<file path="src/rtl/bw_threshold_ctrl_if.sv">
// Pixel stream, shadow-config and datapath-control signals of bw_threshold_ctrl.
// master = pixel source / configuration host, slave = bw_threshold_ctrl.
interface bw_threshold_ctrl_if;
   logic       vsync_pulse;
   logic       pix_valid;
   logic [7:0] gray_in;
   logic       cfg_we;
   logic       cfg_auto;
   logic       cfg_enable_bw;
   logic [7:0] cfg_manual_thresh;
   logic [7:0] cfg_offset;
   logic       enable_bw_out;
   logic [7:0] bw_threshold_out;
   logic [7:0] mean_out;
   logic       mean_valid;
   logic       busy;

   modport master (
      output vsync_pulse, pix_valid, gray_in,
      output cfg_we, cfg_auto, cfg_enable_bw, cfg_manual_thresh, cfg_offset,
      input  enable_bw_out, bw_threshold_out, mean_out, mean_valid, busy
   );

   modport slave (
      input  vsync_pulse, pix_valid, gray_in,
      input  cfg_we, cfg_auto, cfg_enable_bw, cfg_manual_thresh, cfg_offset,
      output enable_bw_out, bw_threshold_out, mean_out, mean_valid, busy
   );
endinterface

</file>
<file path="src/rtl/bw_threshold_ctrl.sv">
// B/W threshold controller: accumulates per-frame gray statistics, divides
// sum by count to get the frame mean and drives enable_bw / bw_threshold of
// the grayscale datapath. Config only reaches the outputs at frame boundaries.
module bw_threshold_ctrl #(
   parameter int unsigned CNT_W       = 19,
   parameter logic [7:0]  INIT_THRESH = 8'd128
) (
   input  logic             clk,
   input  logic             resetn,
   bw_threshold_ctrl_if.slave bus
);

   localparam int unsigned SUM_W  = CNT_W + 8;
   localparam int unsigned ITER_W = $clog2(SUM_W);

   typedef enum logic [1:0] {
      ACCUM  = 2'd0,
      DIVIDE = 2'd1,
      UPDATE = 2'd2
   } state_t;

   state_t state, state_nxt;

   // shadow configuration, written any time
   logic       sh_auto, sh_enable_bw;
   logic [7:0] sh_manual_thresh, sh_offset;

   // configuration applied at the last accepted frame boundary
   logic       act_auto;
   logic [7:0] act_offset;

   // per-frame accumulators
   logic [SUM_W-1:0] sum;
   logic [CNT_W-1:0] cnt;
   logic             take_pix;
   logic [SUM_W-1:0] sum_inc;
   logic [CNT_W-1:0] cnt_inc;

   // divider
   logic [SUM_W-1:0]  dq;        // dividend shifts out at the top, quotient shifts in at the bottom
   logic [CNT_W-1:0]  divisor;
   logic [CNT_W-1:0]  rem;
   logic [ITER_W-1:0] iter;
   logic [CNT_W:0]    rem_sh;
   logic [CNT_W:0]    rem_diff;
   logic              q_bit;
   logic [CNT_W-1:0]  rem_nxt;

   // outputs
   logic       enable_bw_q;
   logic [7:0] thresh_q;
   logic [7:0] mean_q;
   logic       mean_valid_q;
   logic       busy_c;
   logic       frame_end;
   logic signed [9:0] auto_sum;
   logic [7:0] auto_thresh;

   // pixel on the vsync cycle still belongs to the ending frame
   always_comb begin
      take_pix = bus.pix_valid && !(&cnt);
      sum_inc  = sum + (take_pix ? {{(SUM_W-8){1'b0}}, bus.gray_in} : '0);
      cnt_inc  = cnt + {{(CNT_W-1){1'b0}}, take_pix};
      frame_end = (state == ACCUM) && bus.vsync_pulse;
   end

   // one restoring-division step; borrow of the trial subtraction decides the quotient bit
   always_comb begin
      rem_sh   = {rem, dq[SUM_W-1]};
      rem_diff = rem_sh - {1'b0, divisor};
      q_bit    = ~rem_diff[CNT_W];
      rem_nxt  = q_bit ? rem_diff[CNT_W-1:0] : rem_sh[CNT_W-1:0];
   end

   // auto threshold: mean plus sign-extended offset, clamped to 0..255
   always_comb begin
      auto_sum = $signed({2'b00, dq[7:0]}) + $signed({{2{act_offset[7]}}, act_offset});
      if (auto_sum[9])
         auto_thresh = 8'd0;
      else if (auto_sum[8])
         auto_thresh = 8'd255;
      else
         auto_thresh = auto_sum[7:0];
   end

   // FSM state register
   always_ff @(posedge clk or negedge resetn) begin
      if (!resetn)
         state <= ACCUM;
      else
         state <= state_nxt;
   end

   // FSM next state and busy flag
   always_comb begin
      state_nxt = state;
      busy_c    = 1'b0;
      unique case (state)
         ACCUM: begin
            if (frame_end && (cnt_inc != '0))
               state_nxt = DIVIDE;
         end
         DIVIDE: begin
            busy_c = 1'b1;
            if (iter == '0)
               state_nxt = UPDATE;
         end
         UPDATE: begin
            busy_c    = 1'b1;
            state_nxt = ACCUM;
         end
         default: state_nxt = ACCUM;
      endcase
   end

   // shadow config capture, last write wins
   always_ff @(posedge clk or negedge resetn) begin
      if (!resetn) begin
         sh_auto          <= 1'b0;
         sh_enable_bw     <= 1'b0;
         sh_manual_thresh <= '0;
         sh_offset        <= '0;
      end else if (bus.cfg_we) begin
         sh_auto          <= bus.cfg_auto;
         sh_enable_bw     <= bus.cfg_enable_bw;
         sh_manual_thresh <= bus.cfg_manual_thresh;
         sh_offset        <= bus.cfg_offset;
      end
   end

   // frame accumulators; any vsync clears them, stats from a busy-time frame are simply dropped
   always_ff @(posedge clk or negedge resetn) begin
      if (!resetn) begin
         sum <= '0;
         cnt <= '0;
      end else if (bus.vsync_pulse) begin
         sum <= '0;
         cnt <= '0;
      end else begin
         sum <= sum_inc;
         cnt <= cnt_inc;
      end
   end

   // divider: load at accepted frame end, one quotient bit per DIVIDE cycle
   always_ff @(posedge clk or negedge resetn) begin
      if (!resetn) begin
         dq      <= '0;
         divisor <= '0;
         rem     <= '0;
         iter    <= '0;
      end else if (frame_end) begin
         dq      <= sum_inc;
         divisor <= cnt_inc;
         rem     <= '0;
         iter    <= ITER_W'(SUM_W - 1);
      end else if (state == DIVIDE) begin
         dq   <= {dq[SUM_W-2:0], q_bit};
         rem  <= rem_nxt;
         iter <= iter - 1'b1;
      end
   end

   // datapath control outputs: shadows applied at frame end, mean/auto threshold at UPDATE
   always_ff @(posedge clk or negedge resetn) begin
      if (!resetn) begin
         enable_bw_q  <= 1'b0;
         thresh_q     <= INIT_THRESH;
         mean_q       <= '0;
         mean_valid_q <= 1'b0;
         act_auto     <= 1'b0;
         act_offset   <= '0;
      end else begin
         mean_valid_q <= 1'b0;
         if (frame_end) begin
            enable_bw_q <= sh_enable_bw;
            act_auto    <= sh_auto;
            act_offset  <= sh_offset;
            if (!sh_auto)
               thresh_q <= sh_manual_thresh;
         end
         if (state == UPDATE) begin
            mean_q       <= dq[7:0];
            mean_valid_q <= 1'b1;
            if (act_auto)
               thresh_q <= auto_thresh;
         end
      end
   end

   assign bus.enable_bw_out    = enable_bw_q;
   assign bus.bw_threshold_out = thresh_q;
   assign bus.mean_out         = mean_q;
   assign bus.mean_valid       = mean_valid_q;
   assign bus.busy             = busy_c;

endmodule

</file>
<file path="src/flat_wrapper.sv">
// flat-port wrapper written by rule: the top's interface ports become plain ports
module bw_threshold_ctrl_flat 
#(
   parameter int unsigned CNT_W       = 19,
   parameter logic [7:0]  INIT_THRESH = 8'd128
)
  (clk, resetn, bus_vsync_pulse, bus_pix_valid, bus_gray_in, bus_cfg_we, bus_cfg_auto, bus_cfg_enable_bw, bus_cfg_manual_thresh, bus_cfg_offset, bus_enable_bw_out, bus_bw_threshold_out, bus_mean_out, bus_mean_valid, bus_busy);
  bw_threshold_ctrl_if bus_i ();
  input  logic clk;
  input  logic resetn;
  input wire logic [$bits(bus_i.vsync_pulse)-1:0] bus_vsync_pulse;
  input wire logic [$bits(bus_i.pix_valid)-1:0] bus_pix_valid;
  input wire logic [$bits(bus_i.gray_in)-1:0] bus_gray_in;
  input wire logic [$bits(bus_i.cfg_we)-1:0] bus_cfg_we;
  input wire logic [$bits(bus_i.cfg_auto)-1:0] bus_cfg_auto;
  input wire logic [$bits(bus_i.cfg_enable_bw)-1:0] bus_cfg_enable_bw;
  input wire logic [$bits(bus_i.cfg_manual_thresh)-1:0] bus_cfg_manual_thresh;
  input wire logic [$bits(bus_i.cfg_offset)-1:0] bus_cfg_offset;
  output wire logic [$bits(bus_i.enable_bw_out)-1:0] bus_enable_bw_out;
  output wire logic [$bits(bus_i.bw_threshold_out)-1:0] bus_bw_threshold_out;
  output wire logic [$bits(bus_i.mean_out)-1:0] bus_mean_out;
  output wire logic [$bits(bus_i.mean_valid)-1:0] bus_mean_valid;
  output wire logic [$bits(bus_i.busy)-1:0] bus_busy;
  assign bus_i.vsync_pulse = bus_vsync_pulse;
  assign bus_i.pix_valid = bus_pix_valid;
  assign bus_i.gray_in = bus_gray_in;
  assign bus_i.cfg_we = bus_cfg_we;
  assign bus_i.cfg_auto = bus_cfg_auto;
  assign bus_i.cfg_enable_bw = bus_cfg_enable_bw;
  assign bus_i.cfg_manual_thresh = bus_cfg_manual_thresh;
  assign bus_i.cfg_offset = bus_cfg_offset;
  assign bus_enable_bw_out = bus_i.enable_bw_out;
  assign bus_bw_threshold_out = bus_i.bw_threshold_out;
  assign bus_mean_out = bus_i.mean_out;
  assign bus_mean_valid = bus_i.mean_valid;
  assign bus_busy = bus_i.busy;
  bw_threshold_ctrl #(.CNT_W(CNT_W), .INIT_THRESH(INIT_THRESH)) u_core (.clk(clk), .resetn(resetn), .bus(bus_i));
endmodule
</file>
<file path="config.mk">
export PLATFORM = sky130hd
export DESIGN_NAME = bw_threshold_ctrl_flat
export DESIGN_NICKNAME = d
export VERILOG_FILES = /design/src/rtl/bw_threshold_ctrl_if.sv /design/src/rtl/bw_threshold_ctrl.sv /design/src/flat_wrapper.sv
export SDC_FILE = /design/constraint.sdc
export NUM_CORES = 1
export LEC_CHECK = 0
export ABC_AREA = 1
export CAP_MARGIN = 5
export CORE_AREA = 2 2 111 221
export DETAILED_ROUTE_END_ITERATION = 7
export DIE_AREA = 0 0 113 223
export PLACE_DENSITY = 0.68
export REMOVE_ABC_BUFFERS = 1
export SYNTH_ARGS = -nofsm -noshare
export SYNTH_HDL_FRONTEND = slang
export SYNTH_SLANG_ARGS = --single-unit
</file>
<file path="constraint.sdc">
create_clock -name clk -period 5.2 [get_ports clk]
set_input_delay 1.56 -clock clk [delete_from_list [all_inputs] [get_ports clk]]
set_output_delay 1.56 -clock clk [all_outputs]
set_load 0.05 [all_outputs]
</file>
## Word level (Yosys, flattened, before mapping)

Cells that the tools add are included.

- Word-level logic and storage cells: 59
- Register bits: 163
- Output and inout bits: 19

- Eq/ne operators: 4
- $add $sub $neg: 5
- Bitwise gates (word level): 1
- Multiplexer cells: 21
- Reductions and logical operators: 11

Operator list:

| kind | number |
|---|---|
| two-way mux 27 bit | 3 |
| two-way mux 19 bit | 4 |
| two-way mux 8 bit | 7 |
| adder 27 bit | 1 |
| subtractor 20 x 19 -> 20 bit | 1 |
| adder 19 x 1 -> 19 bit | 1 |
| AND reduction 19 bit | 1 |
| nonzero test 19 bit | 1 |
| adder 9 x 8 -> 10 bit | 1 |
| two-way mux 5 bit | 2 |
| zero test 5 bit | 1 |
| subtractor 5 x 1 -> 5 bit (second input constant) | 1 |
| two-way mux 2 bit | 2 |
| one-hot mux 2 bit (2 select lines) | 1 |
| logical AND 1 bit | 3 |
| equality test 2 x 1 -> 1 bit (second input constant) | 1 |
| equality test 2 bit (second input constant) | 1 |
| zero test 2 bit | 1 |
| two-way mux 1 bit | 2 |
| inequality test 2 x 1 -> 1 bit (second input constant) | 1 |
| inequality test 2 bit (second input constant) | 1 |
| AND reduction 2 bit | 1 |
| nonzero test 2 bit | 1 |
| OR reduction 2 bit | 1 |
| other kinds (2) | 2 |

## Longest topological paths before layout

Gate-level depths: netlist (run 1).

- Depth in word-level cells: 8
- Gate-level depth with buffers: 20
- Depth with buffers taken out: 20

## Worst setup path after synthesis (run 1)

OpenSTA, ideal clock, no wires.

- Kind: input to register
- From: input bus_pix_valid
- To: register u_core.dq[26]
- Required time: 5071 ps
- Cell stages on the path: 15
- Setup time: 129 ps
- Arrival: 3493 ps
- Path slack: 1577 ps
- Path through: o21a_1 inv_1 nor2_1 ha_1 inv_1 fa_1 inv_1 nand3_1 nand2_1 a21oi_1 o21ai_4 nand3_1 nor2_1 xor2_1 o21bai_1

- Cells in the longest elaborated chain, start to end: 4

Ends and longest elaborated chain:

| what | line | text |
|---|---|---|
| start, declared | flat_wrapper.sv:12 | `input wire logic [$bits(bus_i.pix_valid)-1:0] bus_pix_valid;` |
| logical AND 1 bit | bw_threshold_ctrl.sv:61 | `take_pix = bus.pix_valid && !(&cnt);` |
| two-way mux 8 bit | bw_threshold_ctrl.sv:62 | `sum_inc = sum + (take_pix ? {{(SUM_W-8){1'b0}}, bus.gray_in} : '0);` |
| adder 27 bit | bw_threshold_ctrl.sv:62 |  |
| two-way mux 27 bit | bw_threshold_ctrl.sv:152 | `end else if (frame_end) begin` |
| end signal, assigned | bw_threshold_ctrl.sv:153 | `dq <= sum_inc;` |
| end signal, assigned | bw_threshold_ctrl.sv:158 | `dq <= {dq[SUM_W-2:0], q_bit};` |
| end, declared | bw_threshold_ctrl.sv:40 | `logic [SUM_W-1:0] dq;` |

No other way between the ends.
A chain may end at the register's enable or synchronous reset.

## Worst setup path after layout (run 1)

- From: input bus_pix_valid
- To: register u_core.dq[14]

The elaborated chain is that of the path after synthesis.

==> results of run 1 <==
placed cells by master (no fill, tap or decap), drive strengths merged, types with 4 or more instances in the layout:
master	count
xor2	26
o21bai	10
clkdlybuf4s50	47
buf	10
ha	44
a21o	4
nand2	313
o221ai	11
clkinvlp	4
nor3	12
o21ai	94
nand4	16
o211ai	4
a21oi	63
inv	166
nor2	124
nand3	85
clkbuf	19
xnor2	18
dfrtp	162
per-layer routing:
layer | vias to the layer above | wire, um
met5 | - | 0
met4 | 0 | 361
met3 | 34 | 800
met2 | 139 | 10800
met1 | 3759 | 9980
li1 | 3960 | -
power by group:
group	internal [W]	switching, W	total (W)	leakage [nW]
Clock	0.000757	0.000517	0.00127	0.269
Combinational	0.000950	0.00188	0.00283	2.70
Sequential	0.00153	0.000156	0.00168	2.13
Total	0.00324	0.00255	0.00579	5.10
sequential cells by signal, indices dropped and copies added, names as in the netlist, 2 cells and up:
signal	cells
u_core.dq	27
u_core.sum	27
u_core.cnt	19
u_core.divisor	19
u_core.rem	19
u_core.act_offset	8
u_core.bus.bw_threshold_out	8
u_core.bus.mean_out	8
u_core.sh_manual_thresh	8
u_core.sh_offset	8
u_core.iter	5
u_core.state	2
cell usage after synthesis (5+ instances only):
cell,number
o221ai_1,11
nand3_1,84
nor2_1,119
dfrtp_1,162
nand4_1,15
nand2_1,307
clkbuf_1,26
a21oi_1,63
o21bai_1,10
xnor2_1,18
xor2_1,25
o21ai_0,86
nor2_2,5
nor3_1,11
ha_1,44
inv_1,164
nand2_2,5
worst reg2reg max path, delay by kind of cell, from the launching register on:
| kind | cells | cell delay, ns |
|---|---|---|
| AOI/OAI and AO/OA | 3 | 0.70 |
| adders and majority gates | 2 | 0.57 |
| buffers and inverters | 3 | 0.29 |
| DFF | 1 | 0.43 |
| xor gates and xnor gates | 1 | 0.23 |
| and+or+nand+nor | 10 | 1.05 |
per-stage QoR:
stage / power (W) / utilization [%] / hold WS, ns
2_1_floorplan: 0.00374 / - / 0.452
3_3_place_gp: 0.00446 / 42.7 / 0.470
3_5_place_dp: 0.00451 / 42.7 / 0.473
4_1_cts: 0.00581 / 45.1 / 0.490
5_1_grt: 0.00625 / 45.1 / 0.504
6_report: 0.00579 / 45.1 / 0.486
how the worst min path moves through the flow:
stage	start	end	cells after the start
after detailed placement	u_core.bus.enable_bw_out	u_core.bus.enable_bw_out	2
after floorplan	u_core.iter[4]	u_core.iter[4]	1
final	u_core.divisor[4]	u_core.divisor[4]	2
after global placement	u_core.divisor[4]	u_core.divisor[4]	2
after CTS	u_core.iter[4]	u_core.iter[4]	1
after global routing	u_core.divisor[16]	u_core.divisor[16]	2
cells by family (layout without fill, tap and decap cells):
group | count (synthesis) | after routing | synth area share [%]
and+or+nand+nor | 563 | 563 | 25.3
buffers and inverters | 199 | 251 | 8.27
AOI/OAI and AO/OA | 192 | 192 | 11.6
DFF | 163 | 163 | 43.8
adders and majority gates | 47 | 47 | 6.55
xor gates and xnor gates | 44 | 44 | 4.21
muxes | 2 | 2 | 0.242
area by class of cell:
cell class	count	area, um2	area share [%]
multi-input cells	848	4470	42.0
flip-flops and latches	163	4080	38.3
inverters	166	623	5.85
repair buffers	57	547	5.13
clock buffers	19	443	4.16
well taps	287	359	3.37
clock inverters	9	134	1.26
==> results.tsv, run 1 <==
stage	metric	value	unit
power_and_ir_drop	leakage	5.10	nW
setup_path	reg2reg_to	u_core.dq[14]	
finish	area_growth	14.3	%
placed_design	dpl_cell_area	10100	um2
synth	ys_seq_area_share	43.8	%
setup_path	cpPeakStageDelay	0.47	ns
clock_network	cts_buffers	17	
floorplan	die_w	113	um
timing	setup_viol	0	
power_and_ir_drop	max-vdd-ir-drop	279	uV
timing	tightest_slew	1.03	ns
timing	finalSetupTns	0	ns
clock_network	hold_buffers	0	
setup_path	start_kind	input port	
timing	setup_slack	1.02	ns
setup_path	regToRegSetupSlack	1.85	ns
route	drcViolationCount	8	
timing	rsz0062_at_grt	no	
placed_design	routabilityCongestion	0.879	
setup_path	endpoint	u_core.dq[14]	
timing	min_period	4.18	ns
setup_path	crit_slowest_cell	clkdlybuf4s50_1	
synth	yosys.area.top_type	dfrtp_1	
run_status	violations	design-rule violations	
timing	hold_violations	0	
clock_network	cts_tree	yes	
synth	async_flop_share	100	%
synth	ys.flop_type	dfrtp_1	
grt	met1_usage	24.7	%
synth	synth_top_area_share	43.5	%
grt	grtUsageMet2	30.2	%
synth	synth-edff-count	0	
run_status	outcome	finished with violations	
clock_network	clk_pin_slew_worst_paths	0.06	ns
route	dr_total_vias	7892	
grt	grt_max_degree	108	
timing	skew	0.00899	ns
setup_path	crit_path_start	bus_pix_valid	
setup_path	crit_buf_inv	4	
clock_network	cts_root_buf	clkbuf_16	
floorplan	pin_count	50	
setup_path	timing.rr.start	u_core.cnt[8]	
setup_path	cp.depth	17	
clock_network	cts.sinks	163	
placed_design	dp_cells	1521	
floorplan	core-area	23600	um2
synth	yosysWarnings	0	
timing	max_freq	239	MHz
clock_network	cts_resized	0	
timing	finalCritPeriodShare	80.4	%
route	postRouteAntennaNets	0	
grt	overflow	0	
grt	global_route.usage.met3	3.04	%
hold_path	hold_path.class	reg2reg	
clock_network	cts_setup_buffers	0	
synth	ys_top_cells_by_area	dfrtp_1 43%, nand2_1 12%, inv_1 6.6%	
setup_path	crit_family	buffers and inverters	
setup_path	critical_path.max_fanout	7	
setup_path	cp_cell_sequence	clkdlybuf4s50_1 > o21a_1 > inv_1 > nor2_1 > ha_1 > inv_1 > fa_1 > inv_1 > nand3_1 > nand2_1 > a21oi_1 > o21ai_4 > nand2_1 > nor2_1 > xor2_1 > nand2_1 > nand3_1	
grt	gr-usage-all-layers	18.2	%
placed_design	hpwl	16000	um
job	cap_violations	0	
finish	diodes	0	
grt	grt.busiest_layer	met2	
floorplan	start_util	39.5	%
floorplan	die-area	25200	um2
setup_path	arrival	4.56	ns
timing	relSlewSlack	31.1	%
floorplan	die_h	223	um
grt	grt_pass1_vias	7787	
finish	final_nets	1331	
floorplan	rows	80	
setup_path	cp-end-kind	flop	
route	vias_per_cell	5.09	
route	wl_per_cell	14.2	um
clock_network	clockBufferDepth	2	
setup_path	r2r_cells	19	
grt	grt_pass1_wl	37600	um
placed_design	dp_slack	0.569	ns
synth	syn_area_per_cell	7.70	um2
setup_path	crit_type	in2reg	
finish	fillers	2382	
synth	yosys_register_bits	163	
placed_design	numPortBuffers	49	
grt	antenna_found_initial	0	
finish	drive_gt1_share	4.75	%
route	drt_iter0_markers	457	
clock_network	clock_latency	0.44	ns
setup_path	crit_required	5.57	ns
synth	syn_area	9320	um2
finish	fin_area	10700	um2
power_and_ir_drop	power_density	543	nW/um2
finish	instances_no_fill	1549	
synth	synthCells	1210	
clock_network	cts_max_level	4	
route	routed_wl	22000	um
route	drt-pass1-iter-count	7	
timing	final_max_slew_viol_count	0	
synth	yosysUniqueCellTypes	46	
Power figures use the tool's default switching activity.
==> run 2: changes to the inputs <==
==> constraint.sdc (replaced) <==
create_clock -name clk -period 4.2 [get_ports clk]
set_input_delay 1.26 -clock clk [delete_from_list [all_inputs] [get_ports clk]]
set_output_delay 1.26 -clock clk [all_outputs]
set_load 0.05 [all_outputs]
==> results.tsv, run 2 (synthesis results as in run 1) <==
stage	metric	value	unit	change
run_status	outcome	finished with violations		
run_status	violations	design-rule violations		
setup_path	critical_path.max_fanout	6		-1
grt	grt_max_degree	68		-37%
setup_path	cp-end-kind	flop		
clock_network	cts_setup_buffers	0		unchanged
placed_design	dpl_cell_area	10100	um2	+0.45%
power_and_ir_drop	p_int	0.00419	W	+30%
finish	multi_input_area	4470	um2	unchanged
timing	max_freq	277	MHz	
timing	rsz0062_at_grt	no		
finish	fillers	2343		-1.6%
finish	final_common_cell	nand2_1		
finish	area_growth	15.8	%	
placed_design	hpwl	15800	um	-1.4%
route	vias_per_cell	5.04		-0.99%
setup_path	crit_type	in2reg		
power_and_ir_drop	power_density	682	nW/um2	+26%
route	postRouteAntennaNets	0		unchanged
finish	final_nets	1337		+0.45%
clock_network	clockBufferDepth	2		unchanged
floorplan	die-area	25200	um2	unchanged
floorplan	pin_count	50		unchanged
finish	largest_registers	u_core.dq x27, u_core.sum x27		
placed_design	numPortBuffers	49		unchanged
grt	overflow	0		unchanged
timing	final_max_slew_viol_count	0		unchanged
clock_network	cts_max_level	4		unchanged
route	drt_iter0_markers	575		+26%
timing	tightest_slew	0.665	ns	-0.368 ns
floorplan	die_h	223	um	unchanged
clock_network	clk_pin_slew_worst_paths	0.06	ns	about the same
grt	grt_pass1_vias	7928		+1.8%
clock_network	cts_tree	yes		
clock_network	cts_resized	0		unchanged
route	wl_per_cell	13.9	um	-2.0%
route	dr_total_vias	7864		-0.35%
power_and_ir_drop	seqPwrFrac	28.4	%	-0.7 points
power_and_ir_drop	leakage	5.19	nW	+1.6%
clock_network	cts.sinks	163		unchanged
finish	drive_gt1_share	5.42	%	+0.67 points
timing	relSlewSlack	55.7	%	+25 points
grt	antenna_found_initial	0		unchanged
finish	fin_area	10800	um2	+1.3%
clock_network	cts_buffers	17		unchanged
route	routed_wl	21700	um	-1.3%
power_and_ir_drop	p_sw	0.00317	W	+24%
power_and_ir_drop	max-vdd-ir-drop	356	uV	+28%
route	drt-pass1-iter-count	7		unchanged
power_and_ir_drop	switching_share	43.0	%	-1.0 points
clock_network	clock_latency	0.43	ns	about the same
clock_network	hold_buffers	0		unchanged
timing	finalSetupTns	0	ns	unchanged
route	drcViolationCount	8		unchanged
timing	skew	0.0129	ns	+0.00391 ns
floorplan	rows	80		unchanged
finish	regArea	4080	um2	unchanged
placed_design	routabilityCongestion	0.878		about the same
grt	grt_pass1_wl	37600	um	-0.11%
hold_path	hold_path.class	reg2reg		
setup_path	start_kind	input port		
timing	setup_viol	0		unchanged
clock_network	cts_root_buf	clkbuf_16		
floorplan	die_w	113	um	unchanged
finish	diodes	0		unchanged
setup_path	crit_required	4.56	ns	-1.01 ns
timing	finalCritPeriodShare	85.8	%	
job	cap_violations	0		unchanged
timing	hold_violations	0		unchanged
power_and_ir_drop	clock_power_share	24.0	%	+2.0 points
setup_path	arrival	3.96	ns	-0.60 ns
grt	gr-usage-all-layers	18.0	%	-0.28 points
timing	min_period	3.60	ns	
floorplan	core-area	23600	um2	unchanged
finish	final_cell_mix	307 x nand2_1, 164 x inv_1, 162 x dfrtp_1, 119 x nor2_1, 86 x o21ai_0		
floorplan	start_util	39.5	%	unchanged
power_and_ir_drop	combPwrFrac	47.7	%	-1.2 points
-- run 2: cell types whose count changed in the layout (fill, tap and decap cells not counted), sizes merged --
cell / delta
inv: +2
clkinvlp: -3
bufinv: +2
buf: +6
clkbuf: +3
-- run 2: power groups by stage --
stage                     logic, W  clock network (W)  registers, W
after floorplan            0.00226                  0       0.00236
after global placement     0.00342                  0       0.00210
after detailed placement   0.00348                  0       0.00211
after CTS                  0.00351            0.00179       0.00209
after global routing       0.00395            0.00186       0.00213
final                      0.00351            0.00176       0.00209
-- run 2: per-stage QoR --
stage	setup WS, ns	instances	total power [W]	util [%]	hold slack [ns]
after detailed placement	0.167	1527	0.00559	42.9	0.476
after CTS	0.590	1559	0.00739	45.7	0.491
after global routing	0.333	1559	0.00793	45.7	0.506
final	0.596	1559	0.00736	45.7	0.488
after floorplan	0.0683	1177	0.00463	-	0.452
after global placement	0.171	1527	0.00552	42.9	0.467
-- run 2: final timing paths --
check / startpoint / end / slack [ns] / cells after the start
max: bus_pix_valid / u_core.dq[15] / 0.60 / 16
min: u_core.divisor[12] / u_core.divisor[12] / 0.49 / 2
max reg2reg: u_core.cnt[5] / u_core.dq[15] / 1.05 / 18
min reg2reg: u_core.divisor[12] / u_core.divisor[12] / 0.49 / 2
max in group asynchronous: resetn / u_core.bus.bw_threshold_out[7] / 2.41 / 2
min in group asynchronous: resetn / u_core.rem[13] / 0.80 / 1
-- run 2: area by class of cell --
class | count | share of cell area [%]
sequential | 163 | 37.8
multi-input combinational | 848 | 41.4
inverter | 166 | 5.77
tap | 287 | 3.33
timing repair buffer | 63 | 5.48
clock buffer | 22 | 4.39
clock inverter | 10 | 1.79
-- run 2: critical path: stages --
cell and delay, ns:
clkdlybuf4s50_1 0.48, o21a_1 0.19, inv_1 0.08, buf_4 0.16, nor2_1 0.09, ha_1 0.28, nand2_1 0.11, nand3_1 0.15
a21oi_1 0.38, o21ai_2 0.16, nand2_1 0.08, o21ai_0 0.11, or2_1 0.24, nand2_1 0.06, nand2_1 0.05, nand3_1 0.07
-- run 2: layer usage --
layer | vias up | global-route usage [%] | part of all wire, %
met5 | - | 0 | 0
met4 | 0 | 3.66 | 0.73
met1 | 3696 | 24.2 | 46
met2 | 172 | 30.4 | 49
li1 | 3978 | - | -
met3 | 18 | 3.18 | 4.4
